`src/rtl/sdram_pkg.sv`:
```
// Shared SDRAM bus definitions: command encodings, error codes, mode-register fields.
package sdram_pkg;

    // Command encodings as {cs_n, ras_n, cas_n, we_n}; any cs_n=1 value is DESELECT
    localparam logic [3:0] CMD_NOP       = 4'b0111;
    localparam logic [3:0] CMD_ACTIVE    = 4'b0011;
    localparam logic [3:0] CMD_READ      = 4'b0101;
    localparam logic [3:0] CMD_WRITE     = 4'b0100;
    localparam logic [3:0] CMD_PRECHARGE = 4'b0010;
    localparam logic [3:0] CMD_REFRESH   = 4'b0001;
    localparam logic [3:0] CMD_LOAD_MODE = 4'b0000;
    localparam logic [3:0] CMD_BURST_TERM = 4'b0110;

    // Violation codes reported on err_code
    localparam logic [3:0] ERR_NONE     = 4'd0;
    localparam logic [3:0] ERR_UNPROG   = 4'd1;
    localparam logic [3:0] ERR_IDLE     = 4'd2;
    localparam logic [3:0] ERR_ACT_OPEN = 4'd3;
    localparam logic [3:0] ERR_TRCD     = 4'd4;
    localparam logic [3:0] ERR_TRP      = 4'd5;
    localparam logic [3:0] ERR_TRC      = 4'd6;
    localparam logic [3:0] ERR_MODE     = 4'd7;
    localparam logic [3:0] ERR_BUS      = 4'd8;

    // Mode-register field positions on sdram_addr
    localparam int unsigned MODE_BL_LSB = 0;
    localparam int unsigned MODE_BL_MSB = 2;
    localparam int unsigned MODE_CL_LSB = 4;
    localparam int unsigned MODE_CL_MSB = 6;

    // Address bit carrying the auto-precharge / all-banks flag
    localparam int unsigned A10 = 10;

    // Bank states
    localparam logic [0:0] BANK_IDLE   = 1'b0;
    localparam logic [0:0] BANK_ACTIVE = 1'b1;

    // Width of the saturating timing counters
    localparam int unsigned CNT_W = 4;

endpackage

```
`src/rtl/sdram_bank_tracker.sv`:
```
// One SDRAM bank: open/idle state, open row, and timing counters that flag tRCD/tRP/tRC.
module sdram_bank_tracker
    import sdram_pkg::*;
#(
    parameter int ROW_W = 2,
    parameter int T_RCD = 2,
    parameter int T_RP  = 2,
    parameter int T_RC  = 6
) (
    input  logic             clk,
    input  logic             reset_n,
    input  logic             en,
    input  logic             do_active,
    input  logic             do_precharge,
    input  logic             do_refresh,
    input  logic [ROW_W-1:0] row_in,
    output logic             active,
    output logic [ROW_W-1:0] row,
    output logic             viol_rcd,
    output logic             viol_rp,
    output logic             viol_rc
);

    logic [0:0]       state;
    // Edges since the last ACTIVE or PRECHARGE; loaded with 1 so the value equals the edge distance
    logic [CNT_W-1:0] cnt;
    // Edges since the last ACTIVE or REFRESH
    logic [CNT_W-1:0] rc_cnt;

    // State, row and counter updates; counters start saturated so reset causes no false violations
    always_ff @(posedge clk) begin
        if (!reset_n) begin
            state  <= BANK_IDLE;
            row    <= '0;
            cnt    <= '1;
            rc_cnt <= '1;
        end else if (en) begin
            if (do_active || do_precharge)
                cnt <= CNT_W'(1);
            else if (cnt != '1)
                cnt <= cnt + CNT_W'(1);

            if (do_active || do_refresh)
                rc_cnt <= CNT_W'(1);
            else if (rc_cnt != '1)
                rc_cnt <= rc_cnt + CNT_W'(1);

            if (do_active) begin
                state <= BANK_ACTIVE;
                row   <= row_in;
            end else if (do_precharge) begin
                state <= BANK_IDLE;
            end
        end
    end

    // Timing checks against the command being sampled at the coming edge
    always_comb begin
        active   = (state == BANK_ACTIVE);
        viol_rcd = active && (cnt < CNT_W'(T_RCD));
        viol_rp  = !active && (cnt < CNT_W'(T_RP));
        viol_rc  = (rc_cnt < CNT_W'(T_RC));
    end

endmodule

```
`config.mk`:
```
export PLATFORM = sky130hd
export DESIGN_NAME = sdram_bank_tracker
export DESIGN_NICKNAME = d
export VERILOG_FILES = /design/src/rtl/sdram_pkg.sv /design/src/rtl/sdram_bank_tracker.sv
export SDC_FILE = /design/constraint.sdc
export NUM_CORES = 1
export LEC_CHECK = 0
export CAP_MARGIN = 25
export CELL_PAD_IN_SITES_DETAIL_PLACEMENT = 1
export CELL_PAD_IN_SITES_GLOBAL_PLACEMENT = 1
export CORE_MARGIN = 4
export CORE_UTILIZATION = 36
export CTS_CLUSTER_SIZE = 30
export DETAILED_ROUTE_END_ITERATION = 8
export MAX_ROUTING_LAYER = met4
export PLACE_DENSITY = 0.79
export SYNTH_ARGS = -nofsm -noshare
export SYNTH_HDL_FRONTEND = slang
export SYNTH_SLANG_ARGS = --single-unit
```
`constraint.sdc`:
```
create_clock -name clk -period 3.1 [get_ports clk]
set_input_delay 0.93 -clock clk [delete_from_list [all_inputs] [get_ports clk]]
set_output_delay 0.93 -clock clk [all_outputs]
set_load 0.005 [all_outputs]
```
==> summary.md, run 1 <==
| Metric | Value |
|---|---|
| Post-synth top area share | 36.90% |
| CP startpoint | cnt[3] |
| Cts repair resizes | 0 |
| DR iter-0 viols | 0 |
| H-tree depth | 1 |
| Synth Net Count | 82 |
| Reg2reg setup slack | 1.73 ns |
| CP Max Fanout | 7 |
| Reg-to-reg critical path endpoint | rc_cnt[3] |
| Wire per inst | 13.95 um |
| Final Skew | 0.0002547 ns |
| Post-synthesis sequential area ratio | 36.90% |
| Clock transition at the registers of the reported paths | 0.07 ns |
| Critical path class | flop to output port |
| Outcome | finished, final reports clean |
| Final hold violation count | 0 |
| GPL Wtd Cong | 0.7056 |
| RSZ-0062 raised after global routing | no |
| Fmax achieved | 411.3 MHz |
| Area Overhead vs Synth | 26.83% |
| Grt total ovfl | 0 |
| Max incr delay on CP | 0.55 ns |
| Post-Syn Area | 596.8 um2 |
| Vias in the first global route | 612 |
| Max-cap violations | 0 |
| Clock root cell | clkbuf_4 |
| Slowest CP cell | clkdlybuf4s50_1 |
| Max Transition Viols Final | 0 |
| Total negative setup slack | 0 ns |
| Die width | 48.72 um |
| Later-pin clock latency in the skew report | 0.27 ns |
| Lkg Pwr | 0.3002 nW |
| Clock buffer depth | 2 |
| DIE AREA | 2373 um2 |
| Via Count | 588 |
| Number of post-CTS setup repair buffers | 0 |
| Buf+Inv Stages, Crit Path | 1 |
| Drt pass-1 iters | 1 |
| Worst-path cell chain | nor4b_1, clkdlybuf4s50_1 |
| Relative slew slack | 59.48% |
| Nets | 96 |
| Cell area power density | 434.5 nW/um2 |
| Share of cells above drive strength 1 | 7.059% |
| GRT Total Usage | 13.78% |
| Area of the core | 1541 um2 |
| Syn_area_per_cell | 8.289 um2 |
| Die Ht | 48.72 um |
| Drt total wl | 1409 um |
| Largest cells by area after synthesis | dfxtp_1, o21ai_0, nand2_1 |
| DRC | 0 |
| Ys flop type | dfxtp_1 |
| Worst R2R Start | rc_cnt[0] |
| Reg2reg path depth | 4 |
| Total Power | 0.0003289 W |
| Setup violations, final | 0 |
| Post-synth top area cell | dfxtp_1 |
| Post-cts hold buffer count | 0 |
| I/O pins | 14 |
| CTS tree | yes |
| Remaining antenna violation count | 0 |
| Post-Synthesis Cells | 72 |
| Critical Path AT | 1.50 ns |
| Rows | 14 |
| Ant diodes | 0 |
| Netlist cell types | 28 |
| Hold crit path type | flop to flop |
| Period utilization | 78.42% |
| Max rail drop VDD | 0.0001856 V |
| WP data required | 2.17 ns |
| Post-synth EDFFs | 0 |
| #FFs+latches synth | 11 |
| Largest net degree at the start of global routing | 21 |
| Startpoint Class | flop |
| HPWL after DPL | 1026 um |
| DR vias/cell | 5.822 |
| Number of cells on the critical path | 2 |
| Async S/R FF share, synth | 0% |
| Clock sinks | 11 |
| CP Capture Point | viol_rcd |
| Initial Util | 38.72% |
| Yosys warns | 0 |
| CP Capture Type | output port |
| Tmin final | 2.431 ns |
| Port Buf Inserts | 13 |
| CTS Buf Count | 3 |
| Initial antenna violation count | 0 |
| Top Family by Delay on Critical Path | buffers and inverters |
| Slew @ Worst Pin | 0.6060 ns |
| First-pass GRT wire length | 2587 um |
-- worst min path at each step --
stage                       from     end  slack (ns)  cells after the start
after floorplan           row[0]  row[0]        0.46                      2
after CTS                 row[0]  row[0]        0.48                      2
final                     row[0]  row[0]        0.48                      2
after global placement    row[1]  row[1]        0.46                      2
after detailed placement  row[0]  row[0]        0.47                      2
after global routing      row[0]  row[0]        0.51                      2
-- cell type report --
cell class	instances	area, um2
Timing Repair Buffer	13	130.1
Multi-Input combinational cell	53	345.3
Sequential cell	11	220.2
Fill cell	193	784.5
Inverter	4	15.01
Clock buffer	4	26.28
Tap cell	16	20.02
-- synthesized netlist by cell type, drive strengths merged, types with 2 or more instances --
| cell | count |
|---|---|
| a21boi | 3 |
| a21oi | 3 |
| a22oi | 2 |
| and4 | 2 |
| clkbuf | 3 |
| dfxtp | 11 |
| ha | 2 |
| inv | 4 |
| nand2 | 7 |
| nand3 | 6 |
| nand4 | 2 |
| nor2 | 4 |
| nor4 | 3 |
| o211ai | 2 |
| o21ai | 6 |
| o31a | 2 |
| o31ai | 2 |
-- state kept, by name, indices dropped and copies added, names as in the netlist --
register	flops
cnt	4
rc_cnt	4
row	2
active	1
-- cell usage in the layout (no fill, tap or decap), types with 3 or more instances in the layout --
cell type | synthesis | layout
clkbuf_4 | 0 | 3
a21boi_0 | 3 | 3
nor4_1 | 3 | 3
clkdlybuf4s50_1 | 0 | 13
inv_1 | 4 | 4
dfxtp_1 | 11 | 11
nand2_1 | 7 | 7
o21ai_0 | 6 | 6
a21oi_1 | 3 | 3
nor2_1 | 4 | 4
nand3_1 | 5 | 5
-- metrics by stage --
stage          hold slack [ns]  worst slack (ns)  util [%]  instance area, um2  instances
2_1_floorplan           0.4601             1.480         -               596.8         72
3_3_place_gp            0.4559            0.7253     47.40               730.7         97
3_5_place_dp            0.4687            0.7275     47.40               730.7         97
4_1_cts                 0.4826            0.6559     49.11               757.0        101
5_1_grt                 0.5068            0.5785     49.11               757.0        101
6_report                0.4760            0.6690     49.11               757.0        101
-- cells by family after synthesis --
kind of cell,share of synthesized area [%]
simple gates,26.21
compound gates,25.78
buf+inv,5.239
fa+ha+maj,4.192
flops,36.90
mux,1.677
-- per-layer routing --
metal / wire length, um / track usage (%) / vias up
met1: 628 / 16.01 / 276
met2: 683 / 21.96 / 11
met4: 29 / 8.072 / 0
met3: 67 / 2.454 / 4
li1: - / - / 297
met5: 0 / - / -
-- report_power, final --
part | internal (W) | leakage, nW | total [W] | switching (W)
clock network | 0.0000498 | 0.0150 | 0.0000975 | 0.0000477
logic | 0.0000341 | 0.194 | 0.0000657 | 0.0000316
registers | 0.000152 | 0.0912 | 0.000166 | 0.0000136
total | 0.000236 | 0.300 | 0.000329 | 0.0000929
-- tightest hold or removal path, stage by stage, from the launching register on --
cell and delay [ns]:
dfxtp_1 0.31, nand2_1 0.05, a21boi_0 0.07
No activity file was read; power rests on OpenSTA's default activity.
==> inputs of run 2 (changes only) <==
CORE_UTILIZATION = 31   (was 36)
PLACE_DENSITY = 0.72   (was 0.79)
clock period = 2.09 ns   (was 3.1 ns; I/O delays follow)
==> summary.md, run 2 (synthesized netlist as in run 1, its figures left out) <==
| Metric | Value |
|---|---|
| Reg2reg setup slack | 0.73 ns (-1.00 ns) |
| Slowest CP cell | clkdlybuf4s50_1 |
| Nets | 99 (+3.1%) |
| Top sig layer | met4 |
| I/O pins | 14 (unchanged) |
| Critical path class | flop to output port |
| Startpoint Class | flop |
| Largest net degree at the start of global routing | 21 (unchanged) |
| Port Buf Inserts | 13 (unchanged) |
| Tmin final | 1.913 ns |
| Final cell utilization of the core | 44.84% (-4.3 points) |
| Pre-CTS setup slack | 0.2060 ns (-0.5215 ns) |
| Cell area power density | 628.2 nW/um2 (+45%) |
| Drt pass-1 iters | 2 (+1) |
| Max incr delay on CP | 0.52 ns (-0.03 ns) |
| Reg2reg path depth | 4 (unchanged) |
| GPL Wtd Cong | 0.7811 (+11%) |
| Max Transition Viols Final | 0 (unchanged) |
| Fmax achieved | 522.6 MHz |
| Total negative setup slack | 0 ns (unchanged) |
| Ant diodes | 0 (unchanged) |
| Hold crit path type | flop to flop |
| Fillers | 223 (+16%) |
| DR iter-0 viols | 6 (+6) |
| DR vias/cell | 5.310 (-8.8%) |
| CTS tree | yes |
| GRT Total Usage | 13.48% (-0.30 points) |
| Clock sinks | 11 (unchanged) |
| Initial antenna violation count | 0 (unchanged) |
| Slew @ Worst Pin | 0.3444 ns (-0.2615 ns) |
| Final WS setup | 0.1766 ns (-0.4923 ns) |
| Buf+Inv Stages, Crit Path | 1 (unchanged) |
| Most common cell after layout, fill and taps aside | clkdlybuf4s50_1 |
| DIE AREA | 2691 um2 (+13%) |
| Top Family by Delay on Critical Path | buffers and inverters |
| Clock root cell | clkbuf_4 |
| Number of cells on the critical path | 2 (unchanged) |
| CP startpoint | rc_cnt[2] |
| CP Max Fanout | 5 (-2) |
| Regs by FF count | cnt x4, rc_cnt x4, row x2 |
| Wire per inst | 13.58 um (-2.7%) |
| HPWL after DPL | 1143 um (+11%) |
| Hold endpoint | row[1] |
| Rows | 15 (+1) |
| RSZ-0062 raised after global routing | no |
| Initial Util | 33.47% (-5.2 points) |
| H-tree depth | 1 (unchanged) |
| Final hold violation count | 0 (unchanged) |
| WP data required | 1.46 ns (-0.71 ns) |
| Clock transition at the registers of the reported paths | 0.08 ns (about the same) |
| Worst R2R Start | rc_cnt[0] |
| Vias in the first global route | 586 (-4.2%) |
| DRC | 0 (unchanged) |
| Share of cells above drive strength 1 | 12.50% (+5.4 points) |
| Area of the core | 1783 um2 (+16%) |
| Die Ht | 51.88 um (+6.5%) |
| Remaining antenna violation count | 0 (unchanged) |
| Drt total wl | 1534 um (+8.9%) |
| First-pass GRT wire length | 2601 um (+0.54%) |
| Period utilization | 91.55% |
| Setup violations, final | 0 (unchanged) |
| Die width | 51.88 um (+6.5%) |
| Clock buffer depth | 2 (unchanged) |
| Grt total ovfl | 0 (unchanged) |
| Lkg Pwr | 0.3382 nW (+13%) |
| Area Overhead vs Synth | 33.96% |
| Hold path start | row[1] |
| Outcome | finished, final reports clean |
| Via Count | 600 (+2.0%) |
| Hold depth | 2 (unchanged) |
| Later-pin clock latency in the skew report | 0.27 ns (about the same) |
| Design area | 799.5 um2 (+5.6%) |
| Final hold slack | 0.4672 ns (-0.008785 ns) |
| Reg-to-reg critical path endpoint | rc_cnt[0] |
| Worst-path cell chain | a21oi_1, clkdlybuf4s50_1 |
| CP Capture Type | output port |
| Final Skew | 0.004363 ns (+0.004109 ns) |
| Relative slew slack | 76.83% (+17 points) |
| Critical Path AT | 1.29 ns (-0.21 ns) |
| WL met1 | 698 um (+11%) |
| Max rail drop VDD | 0.0003332 V (+80%) |
| Max-cap violations | 0 (unchanged) |
| DP Area | 764.5 um2 (+4.6%) |
| CTS Buf Count | 3 (unchanged) |
| Most frequent cells in the layout | clkdlybuf4s50_1, dfxtp_1, nand2_1 |
| Met3 wire len | 80 um (+19%) |
| WL met2 | 734 um (+7.5%) |
-- run 2: changes by cell type in the layout (fill, tap and decap cells not counted) --
cell	delta
dlymetal6s2s_1	+1
dfxtp_1	-1
nor4b_2	+1
dfxtp_2	+1
buf_4	+3
dlygate4sd2_1	+1
clkdlybuf4s50_1	-2
nor4b_1	-1
-- run 2: where the power goes --
| part | internal [W] | switching [W] |
|---|---|---|
| Clock | 0.0000740 | 0.0000784 |
| Sequential | 0.000226 | 0.0000213 |
| Combinational | 0.0000540 | 0.0000486 |
| Total | 0.000354 | 0.000148 |
-- run 2: layout make-up --
class | instances | area, um2 | share of cell area [%]
tap | 25 | 31.28 | 3.912
sequential | 11 | 221.5 | 27.70
clock buffer | 4 | 26.28 | 3.286
inverter | 4 | 15.01 | 1.878
multi-input combinational | 53 | 351.6 | 43.97
timing repair buffer | 16 | 153.9 | 19.25
-- run 2: how the worst max path moves through the flow --
stage,endpoint
finish,viol_rc
global route,viol_rc
CTS,viol_rcd
detailed placement,rc_cnt[3]
global placement,viol_rcd
floorplan,viol_rcd
-- run 2: metrics by stage --
step	instances	power, W
after detailed placement	109	0.0003537
after CTS	113	0.0005121
after global placement	109	0.0003516
final	113	0.0005022
after floorplan	72	0.0003081
after global routing	113	0.0005386
-- run 2: worst reg2reg max path, cell delays in order, from the launching register on --
cell	delay, ns
dfxtp_1	0.42
ha_1	0.25
nand3_1	0.18
and4_4	0.24
o31ai_1	0.20
-- run 2: layer usage --
layer,GRT usage [%],up-vias
met2,20.71,11
li1,-,305
met1,16.17,279
met3,5.444,5
met4,3.930,0
met5,-,-
-- run 2: repair_timing --
action,4_1_cts,5_1_grt
resized for setup,3,1
cloned,0,0
setup buffers,0,0
setup endpoints to repair,2,1
hold buffers,0,0
